## config.mk

```make
export PLATFORM = sky130hd
export DESIGN_NAME = lsu
export DESIGN_NICKNAME = d
export VERILOG_FILES = /design/src/rtl/lsu_pkg.sv /design/src/rtl/lsu_align.sv /design/src/rtl/lsu.sv
export SDC_FILE = /design/constraint.sdc
export NUM_CORES = 1
export LEC_CHECK = 0
export CAP_MARGIN = 40
export CORE_ASPECT_RATIO = 0.9
export CORE_MARGIN = 2
export CORE_UTILIZATION = 40
export CTS_CLUSTER_DIAMETER = 30
export CTS_CLUSTER_SIZE = 16
export DETAILED_ROUTE_END_ITERATION = 6
export HOLD_SLACK_MARGIN = 0.12
export MAX_ROUTING_LAYER = met4
export PLACE_DENSITY_LB_ADDON = 0.08
export SLEW_MARGIN = 20
export SYNTH_ARGS = -nofsm -noshare
export SYNTH_HDL_FRONTEND = slang
export SYNTH_SLANG_ARGS = --single-unit
```

## constraint.sdc

```tcl
create_clock -name clk -period 2.01 [get_ports clk]
set_clock_uncertainty 0.15 [all_clocks]
set_input_delay 0.201 -clock clk [delete_from_list [all_inputs] [get_ports clk]]
set_output_delay 0.201 -clock clk [all_outputs]
set_load 0.01 [all_outputs]
```

## src/rtl/lsu_pkg.sv

```systemverilog
// Shared types and helpers for the load/store unit: access sizes, FSM states,
// the default display window bit, and the lane-alignment rules.
package lsu_pkg;

    localparam int DISPLAY_WORD_BIT_DEFAULT = 10;

    typedef enum logic [1:0] {
        BYTE = 2'b00,
        HALF = 2'b01,
        WORD = 2'b10
    } size_e;

    typedef enum logic [2:0] {
        IDLE  = 3'd0,
        RD    = 3'd1,
        MERGE = 3'd2,
        WR    = 3'd3,
        LD    = 3'd4,
        ERR   = 3'd5
    } state_e;

    // The reserved size code 2'b11 behaves exactly like a word access.
    function automatic size_e decodeSize(input logic [1:0] code);
        case (code)
            2'b00:   decodeSize = BYTE;
            2'b01:   decodeSize = HALF;
            default: decodeSize = WORD;
        endcase
    endfunction

    function automatic logic [1:0] alignOffset(input size_e size, input logic [1:0] off);
        case (size)
            BYTE:    alignOffset = off;
            HALF:    alignOffset = {off[1], 1'b0};
            default: alignOffset = 2'b00;
        endcase
    endfunction

    function automatic logic isMisaligned(input size_e size, input logic [1:0] off);
        case (size)
            BYTE:    isMisaligned = 1'b0;
            HALF:    isMisaligned = off[0];
            default: isMisaligned = (off != 2'b00);
        endcase
    endfunction

endpackage

```

## src/rtl/lsu_align.sv

```systemverilog
// Combinational lane logic: extracts and extends the loaded byte/halfword, and
// merges store data into a read word for read-modify-write.
module lsu_align
    import lsu_pkg::*;
(
    input  logic [31:0] i_memWord,
    input  logic [31:0] i_storeWord,
    input  logic [1:0]  i_offset,
    input  size_e       i_size,
    input  logic        i_signed,
    output logic [31:0] o_loadData,
    output logic [31:0] o_mergeWord
);

    logic [7:0]  w_byte;
    logic [15:0] w_half;

    // Little-endian lane select: byte lane n lives in bits [8n+7:8n].
    always_comb begin
        case (i_offset)
            2'd0:    w_byte = i_memWord[7:0];
            2'd1:    w_byte = i_memWord[15:8];
            2'd2:    w_byte = i_memWord[23:16];
            default: w_byte = i_memWord[31:24];
        endcase
        w_half = i_offset[1] ? i_memWord[31:16] : i_memWord[15:0];
        case (i_size)
            BYTE:    o_loadData = {{24{i_signed & w_byte[7]}}, w_byte};
            HALF:    o_loadData = {{16{i_signed & w_half[15]}}, w_half};
            default: o_loadData = i_memWord;
        endcase
    end

    always_comb begin
        o_mergeWord = i_memWord;
        case (i_size)
            BYTE: begin
                case (i_offset)
                    2'd0:    o_mergeWord[7:0]   = i_storeWord[7:0];
                    2'd1:    o_mergeWord[15:8]  = i_storeWord[7:0];
                    2'd2:    o_mergeWord[23:16] = i_storeWord[7:0];
                    default: o_mergeWord[31:24] = i_storeWord[7:0];
                endcase
            end
            HALF: begin
                if (i_offset[1]) begin
                    o_mergeWord[31:16] = i_storeWord[15:0];
                end else begin
                    o_mergeWord[15:0] = i_storeWord[15:0];
                end
            end
            default: o_mergeWord = i_storeWord;
        endcase
    end

endmodule

```

## src/rtl/lsu.sv

```systemverilog
// Load/store unit FSM between the core and a word memory without byte enables.
// Optional feature: define LSU_MISALIGN_TRAP_EN to reject misaligned accesses.
module lsu
    import lsu_pkg::*;
#(
    parameter int DISPLAY_WORD_BIT = DISPLAY_WORD_BIT_DEFAULT
) (
    input  logic        clk,
    input  logic        rst_n,
    input  logic        req_valid_i,
    output logic        req_ready_o,
    input  logic        req_we_i,
    input  logic [1:0]  req_size_i,
    input  logic        req_signed_i,
    input  logic [31:0] req_addr_i,
    input  logic [31:0] req_wdata_i,
    output logic        rsp_valid_o,
    output logic [31:0] rsp_rdata_o,
    output logic        rsp_err_o,
    output logic [31:0] mem_addr_o,
    output logic        mem_we_o,
    output logic [31:0] mem_wdata_o,
    input  logic [31:0] mem_rdata_i
);

    state_e      r_state;
    state_e      w_nextState;
    size_e       w_reqSize;
    size_e       r_size;
    logic [1:0]  w_reqOff;
    logic [1:0]  r_off;
    logic        r_signed;
    logic        r_we;
    logic [31:0] w_wordAddr;
    logic [31:0] r_memAddr;
    logic [31:0] r_wrWord;
    logic [31:0] w_loadData;
    logic [31:0] w_mergeWord;
    logic [31:0] r_rspRdata;
    logic        r_rspValid;
    logic        w_accept;
    logic        w_display;
    logic        w_misalign;
    logic        w_directWrite;

    assign w_accept      = req_valid_i && (r_state == IDLE);
    assign w_reqSize     = decodeSize(req_size_i);
    assign w_reqOff      = alignOffset(w_reqSize, req_addr_i[1:0]);
    assign w_wordAddr    = {2'b00, req_addr_i[31:2]};
    assign w_display     = w_wordAddr[DISPLAY_WORD_BIT];
    assign w_directWrite = (w_reqSize == WORD) || w_display;

`ifdef LSU_MISALIGN_TRAP_EN
    assign w_misalign = isMisaligned(w_reqSize, req_addr_i[1:0]);
`else
    assign w_misalign = 1'b0;
`endif

    lsu_align u_align (
        .i_memWord   (mem_rdata_i),
        .i_storeWord (r_wrWord),
        .i_offset    (r_off),
        .i_size      (r_size),
        .i_signed    (r_signed),
        .o_loadData  (w_loadData),
        .o_mergeWord (w_mergeWord)
    );

    always_ff @(posedge clk or negedge rst_n) begin
        if (!rst_n) begin
            r_state <= IDLE;
        end else begin
            r_state <= w_nextState;
        end
    end

    always_comb begin
        w_nextState = r_state;
        case (r_state)
            IDLE: begin
                if (w_accept) begin
                    if (w_misalign) begin
                        w_nextState = ERR;
                    end else if (!req_we_i) begin
                        w_nextState = RD;
                    end else if (w_directWrite) begin
                        w_nextState = WR;
                    end else begin
                        w_nextState = RD;
                    end
                end
            end
            RD:      w_nextState = r_we ? MERGE : LD;
            MERGE:   w_nextState = WR;
            WR:      w_nextState = IDLE;
            LD:      w_nextState = IDLE;
            ERR:     w_nextState = IDLE;
            default: w_nextState = IDLE;
        endcase
    end

    // Write strobe and data come straight from state so reset kills them at once.
    always_comb begin
        req_ready_o = (r_state == IDLE);
        mem_we_o    = (r_state == WR);
        mem_wdata_o = (r_state == WR) ? r_wrWord : 32'h0;
    end

    always_ff @(posedge clk or negedge rst_n) begin
        if (!rst_n) begin
            r_size     <= BYTE;
            r_off      <= 2'b00;
            r_signed   <= 1'b0;
            r_we       <= 1'b0;
            r_memAddr  <= 32'h0;
            r_wrWord   <= 32'h0;
            r_rspValid <= 1'b0;
            r_rspRdata <= 32'h0;
        end else begin
            if (w_accept) begin
                r_size   <= w_reqSize;
                r_off    <= w_reqOff;
                r_signed <= req_signed_i;
                r_we     <= req_we_i;
                r_wrWord <= w_display ? {24'h0, req_wdata_i[7:0]} : req_wdata_i;
                if (!w_misalign) begin
                    r_memAddr <= w_wordAddr;
                end
            end else if (r_state == MERGE) begin
                r_wrWord <= w_mergeWord;
            end
            r_rspValid <= (r_state == WR) || (r_state == LD) || (r_state == ERR);
            r_rspRdata <= (r_state == LD) ? w_loadData : 32'h0;
        end
    end

`ifdef LSU_MISALIGN_TRAP_EN
    logic r_rspErr;

    always_ff @(posedge clk or negedge rst_n) begin
        if (!rst_n) begin
            r_rspErr <= 1'b0;
        end else begin
            r_rspErr <= (r_state == ERR);
        end
    end

    assign rsp_err_o = r_rspErr;
`else
    assign rsp_err_o = 1'b0;
`endif

    assign rsp_valid_o = r_rspValid;
    assign rsp_rdata_o = r_rspRdata;
    assign mem_addr_o  = r_memAddr;

endmodule

```

==> flow_summary.html <==
<table>
<tr><th>Metric</th><th>Value</th></tr>
<tr><th colspan="2">Setup path</th></tr>
<tr><td>Critical path data required time</td><td>2.13 ns</td></tr>
<tr><td>Largest fanout of any net on the critical path</td><td>12</td></tr>
<tr><td>Worst path max stage delay</td><td>0.59 ns</td></tr>
<tr><td>Slowest stage cell on the critical path</td><td>sky130_fd_sc_hd__or4b_4</td></tr>
<tr><td>Kind of cell adding the most delay to the critical path</td><td>simple AND/OR/NAND/NOR gates</td></tr>
<tr><td>FF-to-FF End</td><td>r_wrWord[14]$_DFFE_PN0P_</td></tr>
<tr><td>Crit start category</td><td>register</td></tr>
<tr><td>Data arrival at the endpoint of the critical path</td><td>2.15 ns</td></tr>
<tr><td>Worst Reg-to-Reg Cells</td><td>6</td></tr>
<tr><td>Critical path, cell by cell</td><td>buf_6, or4b_4, nor2_4, clkbuf_16, a21oi_1, a2bb2oi_1</td></tr>
<tr><td>Origin of the critical flop-to-flop path</td><td>r_state[2]$_DFFE_PN0P_</td></tr>
<tr><td>Classification of the worst setup path</td><td>reg -&gt; reg</td></tr>
<tr><td>Reg2reg setup slack</td><td>-0.02 ns</td></tr>
<tr><td>Endpoint kind of the worst setup timing path</td><td>register</td></tr>
<tr><td>Buffering stage count on the worst path with inverters included</td><td>2</td></tr>
<tr><th colspan="2">Global routing</th></tr>
<tr><td>Number of global-route vias before repair</td><td>4916</td></tr>
<tr><td>Global routing usage summed across all routing layers</td><td>25.07%</td></tr>
<tr><td>Maximum number of pins on one net before global-route repair</td><td>58</td></tr>
<tr><td>Global route total overflow</td><td>0</td></tr>
<tr><td>Number of antenna violations at the first check in global routing</td><td>0</td></tr>
<tr><td>Wire length of the first global-routing pass</td><td>25810 um</td></tr>
<tr><th colspan="2">Floorplan</th></tr>
<tr><td>Starting density of the core</td><td>40.88%</td></tr>
<tr><td>Die extent in y</td><td>112.0 um</td></tr>
<tr><td>Die Area</td><td>13890 um2</td></tr>
<tr><td>Area of the core</td><td>12690 um2</td></tr>
<tr><td>Die boundary width</td><td>124.0 um</td></tr>
<tr><td>Number of placement rows</td><td>39</td></tr>
<tr><td>I/O pin count</td><td>203</td></tr>
<tr><th colspan="2">CTS</th></tr>
<tr><td>Number of sinks handled by clock tree synthesis</td><td>104</td></tr>
<tr><td>H-tree Lvls</td><td>3</td></tr>
<tr><td>Buffer type at the clock tree root</td><td>sky130_fd_sc_hd__clkbuf_16</td></tr>
<tr><td>Clock buffer count from CTS</td><td>9</td></tr>
<tr><td>Worst-path clk slew</td><td>0.07 ns</td></tr>
<tr><td>Maximum root-to-sink buffer count</td><td>2</td></tr>
<tr><td>Clock tree from TritonCTS</td><td>done</td></tr>
<tr><td>Clk Latency, worst-skew pair</td><td>0.35 ns</td></tr>
<tr><th colspan="2">Drt</th></tr>
<tr><td>Post-DRT Antenna Nets</td><td>0</td></tr>
<tr><td>Average vias per placed instance</td><td>5.115</td></tr>
<tr><td>Via count</td><td>4885</td></tr>
<tr><td>Routed WL per cell</td><td>17.63 um</td></tr>
<tr><td>Initial drt markers</td><td>354</td></tr>
<tr><td>DR pass1 iterations</td><td>5</td></tr>
<tr><td>Detailed Route WL</td><td>16830 um</td></tr>
<tr><td>Drt drc</td><td>0</td></tr>
<tr><th colspan="2">Status</th></tr>
<tr><td>Violations in the final reports</td><td>setup timing</td></tr>
<tr><td>Status</td><td>finished with violations</td></tr>
<tr><th colspan="2">STA</th></tr>
<tr><td>Setup violators final</td><td>5</td></tr>
<tr><td>Worst-margin pin slew</td><td>0.6025 ns</td></tr>
<tr><td>Maximum frequency from static timing analysis</td><td>493.0 MHz</td></tr>
<tr><td>Post-layout minimum cycle time</td><td>2.028 ns</td></tr>
<tr><td>Setup slack of the critical path after layout</td><td>-0.01847 ns</td></tr>
<tr><td>Max Slew Vio Count</td><td>0</td></tr>
<tr><td>Final hold viol count</td><td>0</td></tr>
<tr><td>Setup repair after global routing missed its margin</td><td>yes</td></tr>
<tr><td>Period utilization</td><td>100.9%</td></tr>
<tr><td>Relative slew slack</td><td>59.56%</td></tr>
<tr><th colspan="2">Layout</th></tr>
<tr><td>Final instance area</td><td>7991 um2</td></tr>
<tr><td>Most common cell after layout, fill and taps aside</td><td>sky130_fd_sc_hd__clkdlybuf4s50_1</td></tr>
<tr><td>Synthesis-to-layout area growth</td><td>54.09%</td></tr>
<tr><td>Post-layout instance count excluding filler cells</td><td>955</td></tr>
<tr><td>NumNets Final</td><td>888</td></tr>
<tr><td>Fraction of final layout cells with drive strength greater than 1</td><td>16.71%</td></tr>
<tr><td>Leading cell types in the layout, fill and taps excluded</td><td>sky130_fd_sc_hd__clkdlybuf4s50_1 (164), sky130_fd_sc_hd__nand2_1 (157), sky130_fd_sc_hd__dfrtp_1 (104)</td></tr>
<tr><th colspan="2">Logic synthesis</th></tr>
<tr><td>Total number of yosys warnings</td><td>0</td></tr>
<tr><td>Cells after Synth</td><td>562</td></tr>
<tr><td>FF+latch count, synth</td><td>104</td></tr>
<tr><td>Post-synthesis cell type with the largest combined area</td><td>sky130_fd_sc_hd__dfrtp_1</td></tr>
<tr><td>Proportion of register bits with asynchronous set or reset after synthesis</td><td>100.0%</td></tr>
<tr><td>Proportion of netlist area held by the largest area contributor</td><td>50.18%</td></tr>
<tr><td>Post-synthesis cell type count</td><td>45</td></tr>
<tr><td>Mean instance size in the synthesized netlist</td><td>9.228 um2</td></tr>
<tr><td>Cell types with the largest area share after synthesis</td><td>sky130_fd_sc_hd__dfrtp_1 (50%), sky130_fd_sc_hd__nand2_1 (11%), sky130_fd_sc_hd__mux2i_1 (4.8%), sky130_fd_sc_hd__a21oi_1 (4.1%), sky130_fd_sc_hd__and2_1 (4.0%)</td></tr>
<tr><td>Most used flip-flop cell after synthesis</td><td>sky130_fd_sc_hd__dfrtp_1</td></tr>
<tr><td>Share of synthesized area occupied by flip-flops and latches</td><td>50.18%</td></tr>
<tr><td>Synth Cell Area</td><td>5186 um2</td></tr>
<tr><td>Number of enable-type register cells in the synthesized netlist</td><td>0</td></tr>
<tr><th colspan="2">Min path</th></tr>
<tr><td>Hold path depth</td><td>3</td></tr>
<tr><td>Min-Delay Startpoint</td><td>req_addr_i[29]</td></tr>
<tr><td>Sink of the worst hold path</td><td>mem_addr_o[27]$_DFFE_PN0P_</td></tr>
<tr><td>Min-delay worst type</td><td>in -&gt; reg</td></tr>
<tr><th colspan="2">Place</th></tr>
<tr><td>Placer Congestion</td><td>0.8905</td></tr>
<tr><td>Post-DP HPWL</td><td>12560 um</td></tr>
<tr><td>Standard cell area after detailed placement</td><td>7606 um2</td></tr>
<tr><td>Number of input and output port buffers inserted</td><td>199</td></tr>
<tr><td>Cell count after placement</td><td>927</td></tr>
<tr><th colspan="2">Job</th></tr>
<tr><td># Max-Cap Violations</td><td>0</td></tr>
<tr><th colspan="2">Power</th></tr>
<tr><td>Power density relative to cell area</td><td>1361 nW/um2</td></tr>
<tr><td>Worst IR drop on VDD</td><td>0.6807 mV</td></tr>
<tr><td>Static Leakage</td><td>3.800 nW</td></tr>
</table>
-- synthesized netlist by cell type, drive strengths merged (2+ instances only) --
cell type and n:
o221a 6, nor3b 3, clkbuf 17, o21ai 32, nor2 18, a2bb2oi 8, a22oi 8, nor3 9
inv 11, a221o 8, nand2 157, and2 34, a31oi 7, dfrtp 104, o2111ai 2, a21oi 43
mux2 8, nand2b 12, nor2b 4, buf 26, mux2i 25, o221ai 8
-- sequential cells by signal, summed over array words and instances (netlist names) --
| signal | cells |
|---|---|
| r_state | 3 |
| r_we | 1 |
| mem_addr_o | 30 |
| rsp_valid_o | 1 |
| r_size | 2 |
| r_signed | 1 |
| rsp_rdata_o | 32 |
| r_wrWord | 32 |
| r_off | 2 |
-- final cells by class --
cell class / count / area (um2)
inverters: 11 / 41.29
clock inverters: 5 / 81.33
fillers: 1108 / 4696
well taps: 164 / 205.2
flip-flops and latches: 104 / 2603
clock buffers: 11 / 232.7
repair buffers: 253 / 2424
diodes: 1 / 2.502
multi-input cells: 406 / 2402
-- logic make-up (layout without fill, tap and decap cells) --
group,count (synthesis),count (layout),synth area share [%]
simple gates,243,243,21.21
buf+inv,54,280,5.115
mux,34,34,6.996
flops,104,104,50.18
other cells,1,4,0.07231
compound gates,126,126,16.43
-- how the worst max path moves through the flow --
| stage | start | to | slack, ns | depth (start not counted) |
|---|---|---|---|---|
| after floorplan | r_state[1]$_DFFE_PN0P_ | mem_addr_o[0]$_DFFE_PN0P_ | 0.14 | 8 |
| after global placement | mem_rdata_i[7] | rsp_rdata_o[19]$_DFF_PN0_ | 0.008 | 6 |
| after detailed placement | mem_rdata_i[7] | rsp_rdata_o[26]$_DFF_PN0_ | -0.02 | 6 |
| after CTS | r_state[2]$_DFFE_PN0P_ | mem_wdata_o[13] | 0.003 | 5 |
| after global routing | r_state[2]$_DFFE_PN0P_ | r_wrWord[15]$_DFFE_PN0P_ | -0.07 | 6 |
| final | r_state[2]$_DFFE_PN0P_ | r_wrWord[14]$_DFFE_PN0P_ | -0.02 | 6 |
-- worst register-to-register path, stage by stage (launching register included) --
cell	delay, ns
sky130_fd_sc_hd__dfrtp_1	0.40
sky130_fd_sc_hd__buf_6	0.13
sky130_fd_sc_hd__or4b_4	0.59
sky130_fd_sc_hd__nor2_4	0.26
sky130_fd_sc_hd__clkbuf_16	0.22
sky130_fd_sc_hd__a21oi_1	0.07
sky130_fd_sc_hd__a2bb2oi_1	0.13
-- timing repair --
action | CTS | global route
hold buffers | 2 | 0
endpoints found under the setup margin | 34 | 35
cloned | 0 | 2
gates resized for setup | 35 | 77
endpoints found under the hold margin | 104 | 0
pin swaps | 1 | 13
setup buffers | 2 | 5
-- routing by layer --
layer / GRT usage (%) / up-vias / wire length, um
li1: - / 2357 / -
met1: 33.38 / 2327 / 7339
met2: 39.89 / 178 / 8172
met3: 3.100 / 23 / 1021
met4: 8.240 / 0 / 300
met5: - / - / 0
-- through the flow --
step / hold slack, ns / util (%) / power, mW / setup slack, ns / setup TNS (ns)
after floorplan: -0.2446 / - / 6.248 / 0.1411 / 0
after global placement: -0.1039 / 59.95 / 8.667 / 0.007780 / 0
after detailed placement: -0.1002 / 59.95 / 8.801 / -0.02333 / -0.2435
after CTS: 0.2166 / 62.38 / 10.62 / 0.003289 / 0
after global routing: 0.2314 / 62.97 / 11.62 / -0.07370 / -0.7895
final: 0.2244 / 62.99 / 10.88 / -0.01847 / -0.05803
-- report_power, final --
part           internal (mW)  switching, mW
sequential              2.90          0.480
combinational           2.76           2.85
clock                   1.09          0.781
Note: power is estimated with default switching activity, not from simulation.
